### config.mk
export PLATFORM = sky130hd
export DESIGN_NAME = rca_grid_dispatch
export DESIGN_NICKNAME = d
export VERILOG_FILES = /design/src/rtl/rca_grid_dispatch.sv
export SDC_FILE = /design/constraint.sdc
export NUM_CORES = 1
export LEC_CHECK = 0
export BUFFER_PORTS_ARGS = -buffer_cell sky130_fd_sc_hd__buf_2
export CAP_MARGIN = 20
export CORE_UTILIZATION = 46
export CTS_CLUSTER_SIZE = 25
export DETAILED_ROUTE_END_ITERATION = 7
export GPL_TIMING_DRIVEN = 0
export PLACE_DENSITY = 0.72
export SETUP_SLACK_MARGIN = 0.05
export SYNTH_ARGS = -nofsm -noshare
export SYNTH_HDL_FRONTEND = slang
export SYNTH_SLANG_ARGS = --single-unit
### constraint.sdc
create_clock -name clk -period 4 [get_ports clk]
set_input_delay 0.2 -clock clk [delete_from_list [all_inputs] [get_ports clk]]
set_output_delay 0.2 -clock clk [all_outputs]
set_load 0.01 [all_outputs]
### src/rtl/rca_grid_dispatch.sv
// rca_grid_dispatch: in-order RCA instruction buffer and grid dispatch/switch control.
// Optional same-cycle dispatch bypass: define RCA_DISPATCH_BYPASS_EN.
module rca_grid_dispatch #(
  parameter int DEPTH          = 4,
  parameter int XLEN           = 32,
  parameter int NUM_READ_PORTS = 5,
  parameter int NUM_RCAS       = 4,
  parameter int ID_W           = 3,
  localparam int SEL_W         = $clog2(NUM_RCAS),
  localparam int AW            = $clog2(DEPTH),
  localparam int PW            = AW + 1,
  localparam int RSW           = NUM_READ_PORTS * XLEN
) (
  input  logic             clk,
  input  logic             rst,
  input  logic             issue_valid,
  output logic             issue_ready,
  input  logic [ID_W-1:0]  issue_id,
  input  logic             issue_fb,
  input  logic [SEL_W-1:0] issue_rca_sel,
  input  logic [RSW-1:0]   issue_rs_data,
  output logic [RSW-1:0]   buf_rs_data,
  output logic             buf_rs_data_valid,
  input  logic             grid_ready,
  output logic [SEL_W-1:0] rca_sel_buf,
  output logic [SEL_W-1:0] currently_running_rca,
  output logic             clear_fifos,
  input  logic             wb_committing,
  output logic [ID_W-1:0]  wb_id,
  output logic             wb_fb_instr,
  output logic             fifo_populated
);

  typedef enum logic [1:0] {
    S_IDLE,
    S_RUN,
    S_DRAIN,
    S_FLUSH
  } state_t;

  state_t r_state;
  state_t w_nxt;

  logic [PW-1:0]    r_wr_ptr;
  logic [PW-1:0]    r_disp_ptr;
  logic [PW-1:0]    r_cmt_ptr;
  logic [SEL_W-1:0] r_cur_rca;
  logic [SEL_W-1:0] r_pend_sel;

  logic [ID_W-1:0]  r_id  [DEPTH];
  logic             r_fb  [DEPTH];
  logic [SEL_W-1:0] r_rca [DEPTH];
  logic [RSW-1:0]   r_rs  [DEPTH];

  logic [PW-1:0] w_count;
  logic [PW-1:0] w_pending;
  logic          w_full;
  logic          w_empty;
  logic          w_match;
  logic          w_ready;
  logic          w_latch;
  logic          w_clear;
  logic          w_accept;
  logic          w_disp;
  logic          w_commit;
  logic          w_byp;
  logic [AW-1:0] w_wr_idx;
  logic [AW-1:0] w_disp_idx;
  logic [AW-1:0] w_cmt_idx;

  assign w_count    = r_wr_ptr - r_cmt_ptr;
  assign w_pending  = r_wr_ptr - r_disp_ptr;
  assign w_full     = (w_count == PW'(DEPTH));
  assign w_empty    = (w_count == '0);
  assign w_match    = (issue_rca_sel == r_cur_rca);
  assign w_wr_idx   = r_wr_ptr[AW-1:0];
  assign w_disp_idx = r_disp_ptr[AW-1:0];
  assign w_cmt_idx  = r_cmt_ptr[AW-1:0];

  // Ready is held low while reset is asserted.
  assign issue_ready = w_ready & rst;
  assign w_accept    = issue_valid & issue_ready;
  assign w_disp      = buf_rs_data_valid & grid_ready;
  assign w_commit    = wb_committing & (r_cmt_ptr != r_disp_ptr);

`ifdef RCA_DISPATCH_BYPASS_EN
  assign w_byp = w_accept & (w_pending == '0) &
                 ((r_state == S_IDLE) | (r_state == S_RUN));
`else
  assign w_byp = 1'b0;
`endif

  assign clear_fifos           = w_clear;
  assign currently_running_rca = r_cur_rca;
  assign fifo_populated        = ~w_empty;

  // Next state, handshake and RCA-switch control.
  always_comb begin
    w_nxt   = r_state;
    w_ready = 1'b0;
    w_latch = 1'b0;
    w_clear = 1'b0;
    unique case (r_state)
      S_IDLE: begin
        w_ready = w_match;
        if (issue_valid) begin
          if (w_match) begin
            w_nxt = S_RUN;
          end else begin
            w_latch = 1'b1;
            w_nxt   = S_FLUSH;
          end
        end
      end
      S_RUN: begin
        w_ready = ~w_full & w_match;
        if (issue_valid && !w_match) begin
          w_latch = 1'b1;
          w_nxt   = S_DRAIN;
        end else if (w_empty && !(issue_valid && w_ready)) begin
          w_nxt = S_IDLE;
        end
      end
      S_DRAIN: begin
        if (w_empty) w_nxt = S_FLUSH;
      end
      S_FLUSH: begin
        w_clear = 1'b1;
        w_nxt   = S_IDLE;
      end
      default: w_nxt = S_IDLE;
    endcase
  end

  // State register and running-RCA bookkeeping.
  always_ff @(posedge clk or negedge rst) begin
    if (!rst) begin
      r_state    <= S_IDLE;
      r_cur_rca  <= '0;
      r_pend_sel <= '0;
    end else begin
      r_state <= w_nxt;
      if (w_latch) r_pend_sel <= issue_rca_sel;
      if (r_state == S_FLUSH) r_cur_rca <= r_pend_sel;
    end
  end

  // Write, dispatch and commit pointers move independently.
  always_ff @(posedge clk or negedge rst) begin
    if (!rst) begin
      r_wr_ptr   <= '0;
      r_disp_ptr <= '0;
      r_cmt_ptr  <= '0;
    end else begin
      if (w_accept) r_wr_ptr   <= r_wr_ptr + 1'b1;
      if (w_disp)   r_disp_ptr <= r_disp_ptr + 1'b1;
      if (w_commit) r_cmt_ptr  <= r_cmt_ptr + 1'b1;
    end
  end

  // Entry storage; bypassed entries are still written for writeback.
  always_ff @(posedge clk or negedge rst) begin
    if (!rst) begin
      for (int i = 0; i < DEPTH; i++) begin
        r_id[i]  <= '0;
        r_fb[i]  <= 1'b0;
        r_rca[i] <= '0;
        r_rs[i]  <= '0;
      end
    end else if (w_accept) begin
      r_id[w_wr_idx]  <= issue_id;
      r_fb[w_wr_idx]  <= issue_fb;
      r_rca[w_wr_idx] <= issue_rca_sel;
      r_rs[w_wr_idx]  <= issue_rs_data;
    end
  end

  // Grid-facing view of the oldest undispatched entry.
  always_comb begin
    buf_rs_data_valid = (w_pending != '0);
    buf_rs_data       = '0;
    rca_sel_buf       = '0;
    if (buf_rs_data_valid) begin
      buf_rs_data = r_rs[w_disp_idx];
      rca_sel_buf = r_rca[w_disp_idx];
    end
    if (w_byp) begin
      buf_rs_data_valid = 1'b1;
      buf_rs_data       = issue_rs_data;
      rca_sel_buf       = issue_rca_sel;
    end
  end

  // Writeback-facing view of the oldest uncommitted entry.
  always_comb begin
    wb_id       = '0;
    wb_fb_instr = 1'b0;
    if (!w_empty) begin
      wb_id       = r_id[w_cmt_idx];
      wb_fb_instr = r_fb[w_cmt_idx];
    end
  end

endmodule

==> results.yml <==
detailed_routing:
  routed_via_density: 5.39
  dr.pass1.iters: 5
  vias: 18308
  routed_wl_um: 74700
  drt_iter0_drc: 808
  drt-wirelength-per-cell_um: 22.0
  drcViolationCount: 0
  ant_nets: 0
floorplan:
  die_y_um: 260
  io_pins: 343
  die_w_um: 260
  core_area_um2: 65700
  rows: 94
  die_area_um2: 67400
  start_util_pct: 46.4
synth:
  syn_inst: 1875
  async_flop_share_pct: 100
  synth_top_flop_cell: "dfrtp_1"
  synth-edff-count: 0
  synth-seq-area-share_pct: 55.7
  yosysUniqueCellTypes: 31
  ys.warnings.count: 0
  syn_area_um2: 30500
  avgSynthCellArea_um2: 16.3
  syn_nets: 2056
  synth_seq_cells: 679
power:
  pwr-share-seq_pct: 37.8
  power.switching_uw: 9040
  clkPwrFrac_pct: 24.9
  p_leak_uw: 0.0187
  ir_drop_mv: 0.429
  power_frac_comb_pct: 37.3
  power_density_nw_per_um2: 742
  sw_frac_of_total_pct: 32.3
  intPower_uw: 19000
placed_design:
  gp_congestion: 0.797
  dp_cells: 3087
  dpl.hpwl_um: 50600
  dp_slack_ns: -1.04
  portBuffers: 342
clocking:
  cts-root-buf: "clkbuf_16"
  clk_pin_slew_ns: 0.06
  htree_levels: 3
  clock_latency_ns: 0.62
  cts_sinks: 679
  clockBufferDepth: 3
  cts_tree: "yes"
  cts-buffers-inserted: 76
sta:
  rsz0062_at_grt: "false"
  slew_headroom_pct: 30.6
  tightest_slew_ns: 1.04
  setup_viol: 0
  skew_ns: 0.0247
  clock.fmax_mhz: 267
  slew_violations: 0
  post-route-period-util_pct: 93.7
  hold_viol: 0
  worst_slack_ns: 0.253
  period_needed_ns: 3.75
worst_setup_path:
  cp_data_arrival_time_ns: 3.55
  crit_fanout: 10
  cp-end-kind: "output pin"
  rr_worst_depth: 8
  r2r-start: "r_cmt_ptr[1]$_DFFE_PN0P_"
  cp.required_ns: 3.80
  critPathKind: "reg2out"
  crit_start: "r_disp_ptr[1]$_DFFE_PN0P_"
  startpoint_type: "flip-flop"
final_layout:
  instances_no_fill: 3395
  nNetsFinal: 2653
  area_growth_pct: 23.7
  final_util_pct: 57.4
  layout-drive-gt1-share_pct: 43.5
worst_hold_path:
  hp-class: "in2async"
global_route:
  grt_max_degree: 133
  grt_pass1_vias: 20779
  grt_pass1_wl_um: 118000
  antenna_found_initial: 9
  overflow: 0
  grt_usage_pct: 22.6
run:
  max_cap_violations: 0
run_status:
  status: "finished, final reports clean"
-- per-stage QoR --
stage / TNS [ns] / total power [µW] / instance area (µm²) / hold slack (ns)
after detailed placement: -61.12 / 21100 / 33500 / 0.352
after floorplan: 0 / 17300 / 30500 / -0.0956
after CTS: 0 / 28400 / 37700 / 0.282
after global placement: - / 20600 / 33300 / 0.445
final: 0 / 28000 / 37800 / 0.215
after global routing: 0 / 29600 / 37800 / 0.260
-- power by group through the flow --
stage          combinational, µW  sequential (µW)  clock (µW)
2_1_floorplan               7060            10200           0
3_3_place_gp               10100            10500           0
3_5_place_dp               10400            10700           0
4_1_cts                    10600            10600        7140
5_1_grt                    11300            10900        7400
6_report                   10500            10600        6960
-- worst max-delay path, stage by stage (launching register included) --
cell	delay (ns)
dfrtp_1	0.43
buf_4	0.29
clkbuf_4	0.32
inv_1	0.08
ha_1	0.18
nor2b_1	0.13
xnor2_1	0.13
nor2_2	0.26
buf_8	0.21
clkbuf_4	0.34
clkbuf_4	0.30
nor2b_1	0.11
buf_2	0.15
-- cell type report --
| type | count | area, µm² |
|---|---|---|
| fillers | 5121 | 28000 |
| flip-flops and latches | 679 | 17000 |
| multi-input cells | 1059 | 12800 |
| repair buffers | 519 | 3610 |
| clock buffers | 116 | 2270 |
| well taps | 864 | 1080 |
| plain buffers | 127 | 713 |
| clock inverters | 18 | 231 |
| inverters | 10 | 37.5 |
| diodes | 3 | 7.51 |
-- per-layer routing --
layer / up-vias / share of wire (%) / track usage [%]
li1: 8087 / - / -
met1: 9745 / 42 / 29.4
met3: 120 / 4.3 / 3.97
met4: 6 / 3.0 / 7.92
met2: 350 / 51 / 38.3
met5: - / 0.052 / 0
-- logic make-up after synthesis --
| group | count (synthesis) | share of synthesized area (%) |
|---|---|---|
| compound gates | 15 | 0.394 |
| flops | 679 | 55.7 |
| fa+ha+maj | 10 | 0.410 |
| mux | 837 | 37.0 |
| simple gates | 182 | 3.69 |
| buf+inv | 137 | 2.37 |
| xor+xnor | 15 | 0.455 |
-- sequential cells by signal, summed over array words and instances (netlist names) --
| signal | count |
|---|---|
| r_disp_ptr | 3 |
| r_state | 2 |
| r_fb | 4 |
| r_wr_ptr | 3 |
| currently_running_rca | 2 |
| r_rs | 640 |
| r_id | 12 |
| r_cmt_ptr | 3 |
| r_rca | 8 |
| r_pend_sel | 2 |
-- cell usage after synthesis, types with 3 or more instances --
cell,count,area share (%)
o21ai_0,4,0.066
nor2b_1,169,3.5
mux4_2,166,12
ha_1,10,0.41
xor2_1,7,0.20
buf_4,34,0.84
and3_1,4,0.082
xnor2_1,7,0.20
mux2_1,302,11
o211ai_2,3,0.12
buf_6,3,0.11
nor2_1,3,0.037
clkbuf_1,35,0.43
nand2_1,3,0.037
buf_2,48,0.79
dfrtp_1,679,56
mux2_2,369,14
inv_1,10,0.12
buf_1,7,0.086
-- timing repair --
action,4_1_cts,5_1_grt
pin swaps,0,0
endpoints found under the hold margin,782,0
gates resized for setup,17,6
setup endpoints to repair,163,159
setup buffers,0,0
cloned,0,1
hold buffers,170,0
-- final timing paths --
check	end	slack [ns]
setup reg to reg	r_rs[201]$_DFFE_PN0P_	0.84
hold / removal	r_rs[78]$_DFFE_PN0P_	0.21
setup / recovery	buf_rs_data[45]	0.25
max in group asynchronous	r_rs[612]$_DFFE_PN0P_	2.30
hold reg to reg	r_rs[186]$_DFFE_PN0P_	0.48
min in group clk	r_rs[223]$_DFFE_PN0P_	0.37
-- cell usage in the layout, fill, tap and decap left out, types with 3 or more instances in the layout --
cell | Yosys | final
buf_16 | 0 | 6
mux4_2 | 166 | 166
clkbuf_8 | 0 | 20
xnor2_1 | 7 | 7
ha_1 | 10 | 10
buf_1 | 7 | 6
nor2b_1 | 169 | 169
diode_2 | 0 | 3
inv_1 | 10 | 10
and3_1 | 4 | 4
dfrtp_1 | 679 | 679
mux2_1 | 302 | 302
buf_2 | 48 | 389
clkinv_2 | 0 | 7
inv_6 | 0 | 4
buf_4 | 34 | 35
o211ai_2 | 3 | 3
clkbuf_2 | 0 | 6
buf_6 | 3 | 3
dlygate4sd3_1 | 0 | 170
mux2_2 | 369 | 369
clkbuf_4 | 0 | 4
o21ai_0 | 4 | 4
clkbuf_16 | 0 | 78
xor2_1 | 7 | 7
clkbuf_1 | 35 | 44
nand2_1 | 3 | 3
bufinv_16 | 0 | 4
Note: power is estimated with default switching activity, not from simulation.
